File: src/rtl/sram_req_arbiter.sv
// Arbitrates fetch and data requesters onto one SRAM-like port (data wins),
// tracking outstanding transactions in order so each response reaches its owner.
module sram_req_arbiter #(
   parameter int unsigned DEPTH = 4,
   parameter int unsigned PTR_W = 2
) (
   input  logic        clk,
   input  logic        resetn,
   input  logic        inst_req,
   input  logic [31:0] inst_addr,
   output logic        inst_addr_ok,
   output logic        inst_data_ok,
   output logic [31:0] inst_rdata,
   input  logic        inst_cancel,
   input  logic        data_req,
   input  logic        data_wr,
   input  logic [1:0]  data_size,
   input  logic [31:0] data_addr,
   input  logic [3:0]  data_wstrb,
   input  logic [31:0] data_wdata,
   output logic        data_addr_ok,
   output logic        data_data_ok,
   output logic [31:0] data_rdata,
   output logic        mem_req,
   output logic        mem_wr,
   output logic [1:0]  mem_size,
   output logic [31:0] mem_addr,
   output logic [3:0]  mem_wstrb,
   output logic [31:0] mem_wdata,
   input  logic        mem_addr_ok,
   input  logic        mem_data_ok,
   input  logic [31:0] mem_rdata
);

   typedef enum logic [1:0] {StIdle, StHoldI, StHoldD} state_e;

   state_e           state_q;
   logic [PTR_W-1:0] head_q, tail_q;
   logic [PTR_W:0]   count_q;
   logic [DEPTH-1:0] owner_q;    // 1 = data, 0 = inst
   logic [DEPTH-1:0] discard_q;
   logic [DEPTH-1:0] entry_valid;

   logic grant_inst, grant_data, full, push, pop, head_owner, head_discard;

   always_comb begin
      grant_data = (state_q == StHoldD) || ((state_q == StIdle) && data_req);
      grant_inst = (state_q == StHoldI) || ((state_q == StIdle) && !data_req && inst_req);
      full       = (count_q == (PTR_W+1)'(DEPTH));
      mem_req    = resetn && !full && (grant_data ? data_req : (grant_inst && inst_req));
      push       = mem_req && mem_addr_ok;
      pop        = resetn && mem_data_ok && (count_q != '0);
      head_owner   = owner_q[head_q];
      head_discard = discard_q[head_q];
   end

   // An entry is live when its distance from the head is below the count.
   always_comb begin
      entry_valid = '0;
      for (int i = 0; i < DEPTH; i++) begin
         entry_valid[i] = {1'b0, PTR_W'(PTR_W'(i) - head_q)} < count_q;
      end
   end

   always_comb begin
      if (grant_data) begin
         mem_wr    = data_wr;
         mem_size  = data_size;
         mem_addr  = data_addr;
         mem_wstrb = data_wstrb;
         mem_wdata = data_wdata;
      end else begin
         mem_wr    = 1'b0;
         mem_size  = 2'd2;
         mem_addr  = inst_addr;
         mem_wstrb = 4'b0000;
         mem_wdata = 32'h0;
      end
   end

   assign inst_addr_ok = grant_inst && push;
   assign data_addr_ok = grant_data && push;
   // A cancel in the same cycle as the pop also suppresses the head fetch.
   assign inst_data_ok = pop && !head_owner && !head_discard && !inst_cancel;
   assign data_data_ok = pop && head_owner;
   assign inst_rdata   = mem_rdata;
   assign data_rdata   = mem_rdata;

   always_ff @(posedge clk or negedge resetn) begin
      if (!resetn) begin
         state_q   <= StIdle;
         head_q    <= '0;
         tail_q    <= '0;
         count_q   <= '0;
         owner_q   <= '0;
         discard_q <= '0;
      end else begin
         unique case (state_q)
            StIdle:  if (mem_req && !mem_addr_ok) state_q <= grant_data ? StHoldD : StHoldI;
            StHoldI: if (mem_addr_ok || !inst_req) state_q <= StIdle;
            StHoldD: if (mem_addr_ok || !data_req) state_q <= StIdle;
            default: state_q <= StIdle;
         endcase

         for (int i = 0; i < DEPTH; i++) begin
            if (inst_cancel && entry_valid[i] && !owner_q[i]) discard_q[i] <= 1'b1;
         end

         if (push) begin
            owner_q[tail_q]   <= grant_data;
            discard_q[tail_q] <= !grant_data && inst_cancel;
            tail_q            <= tail_q + PTR_W'(1);
         end
         if (pop) head_q <= head_q + PTR_W'(1);

         if (push && !pop) count_q <= count_q + (PTR_W+1)'(1);
         else if (!push && pop) count_q <= count_q - (PTR_W+1)'(1);
      end
   end

endmodule

File: config.mk
export PLATFORM = sky130hd
export DESIGN_NAME = sram_req_arbiter
export DESIGN_NICKNAME = d
export VERILOG_FILES = /design/src/rtl/sram_req_arbiter.sv
export SDC_FILE = /design/constraint.sdc
export NUM_CORES = 1
export LEC_CHECK = 0
export ABC_AREA = 1
export BUFFER_PORTS_ARGS = -buffer_cell sky130_fd_sc_hd__buf_2
export CAP_MARGIN = 20
export CORE_AREA = 2 2 109 111
export DETAILED_ROUTE_END_ITERATION = 16
export DIE_AREA = 0 0 111 113
export GPL_TIMING_DRIVEN = 0
export PLACE_DENSITY = 0.62
export REMOVE_ABC_BUFFERS = 1
export SLEW_MARGIN = 20
export SYNTH_ARGS = -nofsm -noshare
export SYNTH_HDL_FRONTEND = slang
export SYNTH_SLANG_ARGS = --single-unit
File: constraint.sdc
create_clock -name clk -period 4.9 [get_ports clk]
set_clock_uncertainty 0.1 [all_clocks]
set_input_delay 0.735 -clock clk [delete_from_list [all_inputs] [get_ports clk]]
set_output_delay 0.735 -clock clk [all_outputs]
set_load 0.1 [all_outputs]
# ---- Word level (Yosys, flattened, before mapping)
# Index checks and enable logic that the tools add are counted.
dict set report classes {
  addsub 8
  magnitude_cmp 7
  eq_ne 6
  mux 26
  reduce_logical 50
}
# cell n
set op_table {}
lappend op_table {{32-bit two-way mux} 2}
lappend op_table {{1-bit logical AND} 28}
lappend op_table {{1-bit logical NOT} 14}
lappend op_table {{2-bit by 3-bit < comparator with 1-bit output} 4}
lappend op_table {{2-bit two-way mux} 5}
lappend op_table {{1-bit two-way mux} 9}
lappend op_table {{4-bit bitwise mux} 2}
lappend op_table {{4-bit two-way mux} 2}
lappend op_table {{2-bit by 3-bit < comparator with 1-bit output (second input constant)} 2}
lappend op_table {{3-bit two-way mux} 2}
lappend op_table {{2-bit by 1-bit inequality test with 1-bit output (second input constant)} 3}
lappend op_table {{2-bit one-hot mux with 3 select lines} 1}
lappend op_table {{2-bit by 1-bit adder with 2-bit output (second input constant)} 2}
lappend op_table {{1-bit binary-select mux with 2-bit select} 2}
lappend op_table {{1-bit logical OR} 4}
lappend op_table {{1-bit by 2-bit subtractor with 2-bit output (first input constant)} 2}
lappend op_table {{2-bit subtractor (first input constant)} 2}
lappend op_table {{3-bit by 1-bit adder with 3-bit output (second input constant)} 1}
lappend op_table {{3-bit == test (second input constant)} 1}
lappend op_table {{3-bit AND reduction} 1}
lappend op_table {{3-bit nonzero test} 1}
lappend op_table {{3-bit by 1-bit subtractor with 3-bit output (second input constant)} 1}
lappend op_table {{1-bit demux with 2-bit select} 1}
lappend op_table {{2-bit by 1-bit == test with 1-bit output (second input constant)} 1}
lappend op_table {{4 further kinds} 4}
dict set report totals {
  regBits 17
  input_bits 142
  output_inout_bits 140
  word_cells 103
}

# ---- Longest topological paths before layout
# Gate-level depths: netlist of run 1.
dict set report depth {
  ltp_word 12
  mapped_depth 11
  mapped_depth_nobuf 11
}

# ---- Worst setup path before layout of run 1
# Ideal clock, no wire load.
dict set report synth_path {
  path_kind {input -> output}
  startpoint {input mem_data_ok}
  endpoint {output data_data_ok}
  arrival_ps 2950
  required_time_ps 4065
  slack_ps 1115
  cell_stages 2
  path_buffers 0
  cell_sequence {nand3_2 nor3_1}
}
dict set report synth_between {
  elab_chain_cells 3
}
# element line
set synth_lines {}
lappend synth_lines {{start: declaration} 31} ;# input logic mem_data_ok,
lappend synth_lines {{1-bit logical AND (2 in series)} 52} ;# pop = resetn && mem_data_ok && (count_q != '0);
lappend synth_lines {{1-bit logical AND} 85} ;# assign data_data_ok = pop && head_owner;
lappend synth_lines {{end: declaration} 22} ;# output logic data_data_ok,
# No other way between the ends.

# ---- Worst setup path after layout of run 1
dict set report layout_path {
  startpoint {input data_req}
  endpoint {output mem_wdata[7]}
}
dict set report layout_between {
  elab_chain_cells 3
}
# element line
set layout_lines {}
lappend layout_lines {{start: declaration} 15} ;# input logic data_req,
lappend layout_lines {{1-bit logical AND} 47} ;# grant_data = (state_q == StHoldD) || ((state_q == StIdle) && data_req);
lappend layout_lines {{1-bit logical OR} 47}
lappend layout_lines {{32-bit two-way mux} 66} ;# if (grant_data) begin
lappend layout_lines {{end: declaration} 29} ;# output logic [31:0] mem_wdata,
# No other way between the ends.

==> results of run 1 <==
## power by group through the flow
stage / clock, mW / sequential (mW) / combinational [mW]
floorplan: 0 / 0.247 / 0.926
global placement: 0 / 0.264 / 1.14
detailed placement: 0 / 0.265 / 1.15
CTS: 0.172 / 0.263 / 1.16
global route: 0.178 / 0.272 / 1.23
finish: 0.169 / 0.264 / 1.15
## logic make-up after synthesis
kind of cell    synth area share, %
compound gates                2.420
xor+xnor                      1.082
fa+ha+maj                     5.458
buf+inv                       32.70
flops                         17.51
simple gates                  40.83
## stage by stage
stage               hold WS (ps)  total power [mW]  utilization [%]  setup WS (ps)  instance area (µm²)
floorplan                  339.4             1.173                -          726.5                 1868
global placement           364.5             1.408            26.37          338.6                 2973
detailed placement         367.4             1.419            26.37          397.4                 2973
CTS                        351.2             1.591            27.08          395.6                 3053
global route               373.7             1.685            27.08          102.9                 3053
finish                     341.9             1.586            27.08          378.1                 3053
## area by class of cell
| class | count | area, µm² |
|---|---|---|
| Sequential cell | 17 | 425.4 |
| Clock inverter | 1 | 5.005 |
| Timing Repair Buffer | 185 | 925.9 |
| Inverter | 61 | 232.7 |
| Tap cell | 143 | 178.9 |
| Fill cell | 1316 | 8219 |
| Multi-Input combinational cell | 254 | 1210 |
| Clock buffer | 3 | 75.07 |
## how the worst max path moves through the flow
stage / startpoint / endpoint / cells past startpoint
floorplan: data_req / data_addr_ok / 4
global placement: data_req / mem_wdata[7] / 6
detailed placement: data_req / mem_wdata[1] / 6
CTS: data_req / mem_wdata[1] / 6
global route: data_req / mem_wdata[1] / 6
finish: data_req / mem_wdata[7] / 6
## cell usage in the layout, fill, tap and decap left out, types with 2 or more instances in the layout
| cell type | Yosys | layout |
|---|---|---|
| xor2_1 | 2 | 2 |
| o21ai_0 | 6 | 6 |
| clkinv_2 | 1 | 2 |
| inv_1 | 57 | 57 |
| clkbuf_16 | 0 | 3 |
| nand2_4 | 2 | 2 |
| nand4_1 | 17 | 17 |
| ha_1 | 9 | 9 |
| nor2_1 | 51 | 51 |
| a21oi_1 | 4 | 4 |
| inv_2 | 2 | 2 |
| nand2_1 | 142 | 142 |
| buf_2 | 8 | 185 |
| dfrtp_1 | 17 | 17 |
| nand3_1 | 7 | 7 |
| nand2_2 | 3 | 3 |
## state kept, by name, indices dropped and copies added (netlist names)
register	flops
owner_q	4
head_q	2
state_q	2
discard_q	4
tail_q	2
count_q	3
## routing by layer
layer  vias up  global-route usage, %  routed length (µm)
met3        10                  12.05                2112
met1      1162                  23.87                4914
met4         0                  3.083                 136
met2       228                  21.10                4171
li1       1384                      -                   -
met5         -                  1.569                   0
## worst max-delay path: stages
cell,delay (ps)
buf_2,120
nand2_2,90
nand2_2,580
clkinv_2,940
nor2_1,630
buf_2,520
==> results.ini, run 1 <==
[final_layout]
antenna_cells=0
fin_cells=664
drive_above_1_share_pct=39.54
fin_nets=674
syn2layout_area_growth_pct=25.64

[worst_setup_path]
cp-end-kind=output pin
worstRegToRegCells=6
reg2reg_from=state_q[0]
reg2reg_slack_ps=2050
cp.arrival_ps=3690
required_ps=4070
critPathMaxFanout=73
r2r-end=state_q[0]
path_class=input port to output pin
startpoint_type=input port

[place]
dp.cells=660
hpwlAfterDp_mm=9.650
gp_congestion=0.8867
portBuffers=185

[pwr]
max-vdd-ir-drop_v=0.0003219
clkPwrFrac_pct=10.7
switching_share_pct=66.04
seqPwrFrac_pct=16.6
leakagePower_nw=2.017
powerDensity_mw_per_mm2=519.4
switching_power_mw=1.047
p_int_mw=0.5384
pwr-share-comb_pct=72.7

[clock_network]
ctsHoldBuffers=0
clkTransAtPathRegs_ps=60
root_buffer=clkbuf_16
numCtsBuffers=3
clk_path_buf_depth=2
cts_setup_buffers=0
htree_levels=1
ctsResizeCount=0
clk_latency_ps=250
cts_sinks=17
cts_tree=built

[hold_path]
hold_class=input port to async pin

[yosys]
synth_area_leader_cell=nand2_1
ys_seq_elements=17
ys_top_cells_by_count=nand2_1, buf_4, inv_1
ys_warn_count=0
ys.flop_type=dfrtp_1
synth_most_common_cell=nand2_1
postSynthCellCount=408
synth_edf_count=0
yosysUniqueCellTypes=29
synthArstFlopShare_pct=100.0
avgSynthCellArea_um2=5.955
synth_top_area_share_pct=21.94
yosysSeqAreaShare_pct=17.51
ys_top_cells_by_area=nand2_1, buf_4, dfrtp_1
syn_area_mm2=0.002430

[status]
outcome=completed

[floorplanning]
core_mm2=0.01127
dieArea_mm2=0.01254
die_w_um=111
fp-row-count=39
io_pins=282
die_h_um=113
start_util_pct=21.56

[detailed_routing]
num_vias=2784
wl_mm=11.33
drc_errors=0
drtIter0Drc=149
viasPerCell=4.193
avgRoutedWirePerCell_um=17.07
antenna_left=0
drt_pre_antenna_iters=6

[job]
cap_violations=0

[grt]
overflow=0
grt_max_degree=74
grt_usage_pct=17.13
grt_pass1_wl_mm=16.13
antenna_found_initial=0
grt_pass1_vias=2566

[sta]
tightest_slew_ps=942.3
post-route-min-period_ps=4522
setup_viol=0
relSlewSlack_pct=37.18
fmax_mhz=221.1
grt_setup_unrepaired=no
hold_viol=0
slew_violations=0
final.setup.tns_ps=0
finalCritPeriodShare_pct=92.28

No activity file was read; power rests on OpenSTA's default activity.
==> run 2, diff against run 1 <==
- CORE_AREA: 2 2 109 111 -> 2 2 111 113
- DIE_AREA: 0 0 111 113 -> 0 0 113 115
- PLACE_DENSITY: 0.62 -> 0.6
- clock period: 4.9 -> 4.8 ns (I/O delays scaled with it)
==> results.ini, run 2 (same netlist as run 1, synthesis figures left out) <==
[floorplanning]
die_w_um=113  ; was 111 µm
dieArea_mm2=0.01300  ; was 0.01254 mm²
die_h_um=115  ; was 113 µm
fp-row-count=40  ; was 39
core_mm2=0.01181  ; was 0.01127 mm²
io_pins=282  ; unchanged
start_util_pct=20.57  ; was 21.56%

[worst_setup_path]
cpMaxStageDelayCell=clkinv_2  ; unchanged
path_class=input port to output pin  ; unchanged
worstRegToRegCells=6  ; unchanged
cp_top_family=buffers and inverters  ; unchanged
critPathBufInv=3  ; unchanged
cp.arrival_ps=3490  ; was 3690 ps
crit_chain=buf_2 -> nand2_2 -> nand2_2 -> clkinv_2 -> or2_2 -> buf_2  ; was buf_2 -> nand2_2 -> nand2_2 -> clkinv_2 -> nor2_1 -> buf_2
max_stage_delay_ps=970  ; was 940 ps
required_ps=3980  ; was 4070 ps
cp.depth=6  ; unchanged
critPathMaxFanout=73  ; unchanged
startpoint_type=input port  ; unchanged
cp-end-kind=output pin  ; unchanged

[clock_network]
numCtsBuffers=3  ; unchanged
clk_path_buf_depth=2  ; unchanged
clkTransAtPathRegs_ps=60  ; about the same
cts_tree=built  ; unchanged
root_buffer=clkbuf_16  ; unchanged
ctsHoldBuffers=0  ; unchanged
cts_sinks=17  ; unchanged
ctsResizeCount=0  ; unchanged
cts_setup_buffers=0  ; unchanged
clk_latency_ps=250  ; about the same
htree_levels=1  ; unchanged

[final_layout]
layout_commonest_cell=buf_2  ; unchanged
fin_nets=674  ; unchanged
nFillCells=1375  ; was 1316
antenna_cells=0  ; unchanged
drive_above_1_share_pct=39.54  ; unchanged
layout_common_cells=buf_2, nand2_1, inv_1, nor2_1  ; unchanged
syn2layout_area_growth_pct=25.85  ; was 25.64%
fin_area_mm2=0.003058  ; was 0.003053 mm²
reg.largest.list=discard_q: 4 flops, owner_q: 4 flops, count_q: 3 flops  ; unchanged
fin_cells=668  ; was 664

[detailed_routing]
drc_errors=1  ; was 0
num_vias=2772  ; was 2784
avgRoutedWirePerCell_um=15.41  ; was 17.07 µm
drtIter0Drc=101  ; was 149
wl_mm=10.29  ; was 11.33 mm
drt_pre_antenna_iters=12  ; was 6
antenna_left=0  ; unchanged
viasPerCell=4.150  ; was 4.193

[sta]
grt_setup_unrepaired=no  ; unchanged
post-route-min-period_ps=4308
slew_violations=0  ; unchanged
final.setup.tns_ps=0  ; unchanged
finalCritPeriodShare_pct=89.75
setup_viol=0  ; unchanged
fmax_mhz=232.1
relSlewSlack_pct=33.87  ; was 37.18%
hold_viol=0  ; unchanged
layout_setup_ws_ps=492.1  ; was 378.1 ps
tightest_slew_ps=992.0  ; was 942.3 ps

[place]
dp.cells=664  ; was 660
hpwlAfterDp_mm=8.617  ; was 9.650 mm
pre_cts_ws_ps=420.3  ; was 397.4 ps
gp_congestion=0.7947  ; was 0.8867
placed_cell_area_mm2=0.002978  ; was 0.002973 mm²
portBuffers=185  ; unchanged

[grt]
grt_pass1_vias=2522  ; was 2566
grt_max_degree=74  ; unchanged
grt_pass1_wl_mm=14.89  ; was 16.13 mm
grt_usage_pct=15.05  ; was 17.13%
antenna_found_initial=0  ; unchanged
overflow=0  ; unchanged

[pwr]
leakagePower_nw=2.017  ; unchanged
max-vdd-ir-drop_v=0.0001770  ; was 0.0003219 V
powerDensity_mw_per_mm2=521.3  ; was 519.4 mW/mm²
power_mw=1.594  ; was 1.586 mW

[status]
violations=design-rule violations
outcome=finished with violations  ; was completed

[hold_path]
hold_class=input port to async pin  ; unchanged

[job]
cap_violations=0  ; unchanged

==> run 2: area by class of cell <==
cell class / count / area [µm²] / share of cell area, %
Clock inverter: 1 / 5.005 / 0.1637
Timing Repair Buffer: 185 / 925.9 / 30.28
Tap cell: 147 / 183.9 / 6.015
Sequential cell: 17 / 425.4 / 13.91
Inverter: 61 / 232.7 / 7.610
Clock buffer: 3 / 75.07 / 2.455
Multi-Input combinational cell: 254 / 1210 / 39.57
==> run 2: final timing paths <==
path,slack (ps),startpoint,to
worst max-delay path,490,data_req,mem_size[1]
min in group clk,390,owner_q[1],owner_q[1]
max in group asynchronous,3960,resetn,tail_q[0]
worst min register to register,390,owner_q[1],owner_q[1]
worst max register to register,1950,state_q[0],state_q[0]
worst min-delay path,310,resetn,head_q[1]
==> run 2: power by group <==
part / leakage, nW / internal, mW / switching, mW / total [mW]
Sequential: 0.199 / 0.204 / 0.0639 / 0.267
Clock: 0.0409 / 0.112 / 0.0565 / 0.168
Combinational: 1.78 / 0.235 / 0.924 / 1.16
==> run 2: per-stage QoR <==
step                      hold slack, ps  util (%)
after global placement             361.1     25.21
final                              314.5     25.89
after global routing               352.5     25.89
after CTS                          338.2     25.89
after detailed placement           379.0     25.21
after floorplan                    324.4         -
==> run 2: worst reg2reg max path: stages (launching register included) <==
cell      delay, ps
dfrtp_1         420
inv_2            90
nand2_2          70
nand2_2         600
clkinv_2        980
nand4_1         390
nand2_1          80
==> run 2: per-layer routing <==
layer  global-route usage [%]  vias to the layer above  share of wire (%)
met4                    1.789                        2               0.90
li1                         -                     1387                  -
met1                    18.83                     1191                 42
met3                    10.07                        8                 15
met5                    7.037                        -               0.42
met2                    21.48                      184                 42
==> run 3, diff against run 2 <==
- GPL_TIMING_DRIVEN: 0 -> default
- clock period: 4.8 -> 4.6 ns (I/O delays scaled with it)
==> results.ini, run 3 (same netlist as run 1, synthesis figures left out) <==
[status]
outcome=finished with violations  ; unchanged
violations=design-rule violations  ; unchanged

[sta]
hold_viol=0  ; unchanged
fmax_mhz=299.9
slew_violations=0  ; unchanged
setup_viol=0  ; unchanged
finalHoldWorstSlack_ps=284.5  ; was 314.5 ps
post-route-min-period_ps=3335
grt_setup_unrepaired=no  ; unchanged
final.setup.tns_ps=0  ; unchanged
relSlewSlack_pct=41.27  ; was 33.87%
finalCritPeriodShare_pct=72.49
tightest_slew_ps=879.9  ; was 992.0 ps

[worst_setup_path]
path_class=input port to output pin  ; unchanged
max_stage_delay_ps=670  ; was 970 ps
crit_chain=buf_2 -> nand2_2 -> nand2_2 -> clkinv_2 -> or2_2 -> buf_2  ; unchanged
critPathMaxFanout=73  ; unchanged
required_ps=3810  ; was 3980 ps
cp_top_family=buffers and inverters  ; unchanged
cp.arrival_ps=2540  ; was 3490 ps
cpMaxStageDelayCell=clkinv_2  ; unchanged
critPathBufInv=3  ; unchanged
cp-end-kind=output pin  ; unchanged
startpoint_type=input port  ; unchanged

[clock_network]
htree_levels=1  ; unchanged
clk_latency_ps=250  ; about the same
numCtsBuffers=3  ; unchanged
cts_setup_buffers=0  ; unchanged
cts_sinks=17  ; unchanged
cts_tree=built  ; unchanged
root_buffer=clkbuf_16  ; unchanged
clkTransAtPathRegs_ps=50  ; was 60 ps
ctsHoldBuffers=0  ; unchanged
ctsResizeCount=0  ; unchanged
clk_path_buf_depth=2  ; unchanged

[floorplanning]
die_w_um=113  ; unchanged
core_mm2=0.01181  ; unchanged
dieArea_mm2=0.01300  ; unchanged
die_h_um=115  ; unchanged
start_util_pct=20.57  ; unchanged
fp-row-count=40  ; unchanged
io_pins=282  ; unchanged

[final_layout]
fin_nets=675  ; was 674
layout_common_cells=buf_2, nand2_1, inv_1, nor2_1  ; unchanged
reg.largest.list=discard_q: 4 flops, owner_q: 4 flops, count_q: 3 flops  ; unchanged
layout_commonest_cell=buf_2  ; unchanged
final_util_pct=25.97  ; was 25.89%
drive_above_1_share_pct=39.66  ; was 39.54%
antenna_cells=0  ; unchanged
syn2layout_area_growth_pct=26.26  ; was 25.85%

[pwr]
seqPwrFrac_pct=16.7  ; was 16.8%
powerDensity_mw_per_mm2=545.5  ; was 521.3 mW/mm²
p_int_mw=0.5747  ; was 0.5497 mW
leakagePower_nw=2.018  ; was 2.017 nW
pwr-share-comb_pct=72.4  ; was 72.7%
max-vdd-ir-drop_v=0.0002220  ; was 0.0001770 V
clkPwrFrac_pct=10.9  ; was 10.5%
switching_share_pct=65.66  ; was 65.52%
switching_power_mw=1.099  ; was 1.044 mW

[hold_path]
hold_class=input port to async pin  ; unchanged

[grt]
grt_usage_pct=15.11  ; was 15.05%
grt_max_degree=74  ; unchanged
overflow=0  ; unchanged
antenna_found_initial=0  ; unchanged
grt_pass1_wl_mm=14.96  ; was 14.89 mm
grt_pass1_vias=2576  ; was 2522

[detailed_routing]
avgRoutedWirePerCell_um=15.57  ; was 15.41 µm
drtIter0Drc=131  ; was 101
drt_pre_antenna_iters=11  ; was 12
antenna_left=0  ; unchanged
viasPerCell=4.127  ; was 4.150
num_vias=2761  ; was 2772
drc_errors=1  ; unchanged
wl_mm=10.41  ; was 10.29 mm

[job]
cap_violations=0  ; unchanged

[place]
gp_congestion=0.7759  ; was 0.7947
hpwlAfterDp_mm=8.720  ; was 8.617 mm
portBuffers=185  ; unchanged

==> run 3: path summary, 6_finish.rpt <==
kind | from | to | cells after the start | slack (ps)
worst max-delay path | data_req | mem_size[1] | 6 | 1270
min in group clk | owner_q[1] | owner_q[1] | 2 | 400
max in group asynchronous | resetn | head_q[1] | 1 | 3790
worst min register to register | owner_q[1] | owner_q[1] | 2 | 400
worst max register to register | state_q[1] | count_q[2] | 11 | 2420
worst min-delay path | resetn | head_q[0] | 1 | 280
==> run 3: layout make-up <==
| class | count | area, µm² |
|---|---|---|
| clock buffer | 3 | 75.07 |
| timing repair buffer | 186 | 933.4 |
| multi-input combinational | 254 | 1210 |
| fill | 1386 | 8743 |
| inverter | 61 | 232.7 |
| clock inverter | 1 | 7.507 |
| tap | 147 | 183.9 |
| sequential | 17 | 425.4 |
==> run 3: per-stage QoR <==
step,area (µm²),power [mW],worst slack [ps],instances
2_1_floorplan,1868,1.249,516.5,332
3_3_place_gp,2985,1.488,1258,665
3_5_place_dp,2985,1.495,1270,665
4_1_cts,3068,1.682,1265,669
5_1_grt,3068,1.786,1084,669
6_report,3068,1.674,1265,669
==> run 3: worst register-to-register path, cell delays in order, from the launching register on <==
cell and delay (ps):
dfrtp_1 430, inv_1 90, nand2_1 80, nand2_4 100
inv_4 60, nor3_4 200, ha_1 170, inv_1 60
fa_1 370, a21oi_1 140, o21ai_0 110, xor2_1 150
==> run 3: routing by layer <==
layer / vias up / wire, µm / global-route usage [%]
met3: 7 / 1505 / 10.23
met1: 1174 / 4386 / 19.11
met2: 198 / 4391 / 21.04
li1: 1380 / - / -
met4: 2 / 85 / 2.276
met5: - / 45 / 6.667
==> run 3: power groups by stage <==
stage | Combinational, mW | Clock, mW | Sequential [mW]
final | 1.21 | 0.183 | 0.280
after global routing | 1.30 | 0.193 | 0.290
after CTS | 1.22 | 0.185 | 0.280
after detailed placement | 1.21 | 0 | 0.282
after global placement | 1.21 | 0 | 0.280
after floorplan | 0.986 | 0 | 0.263
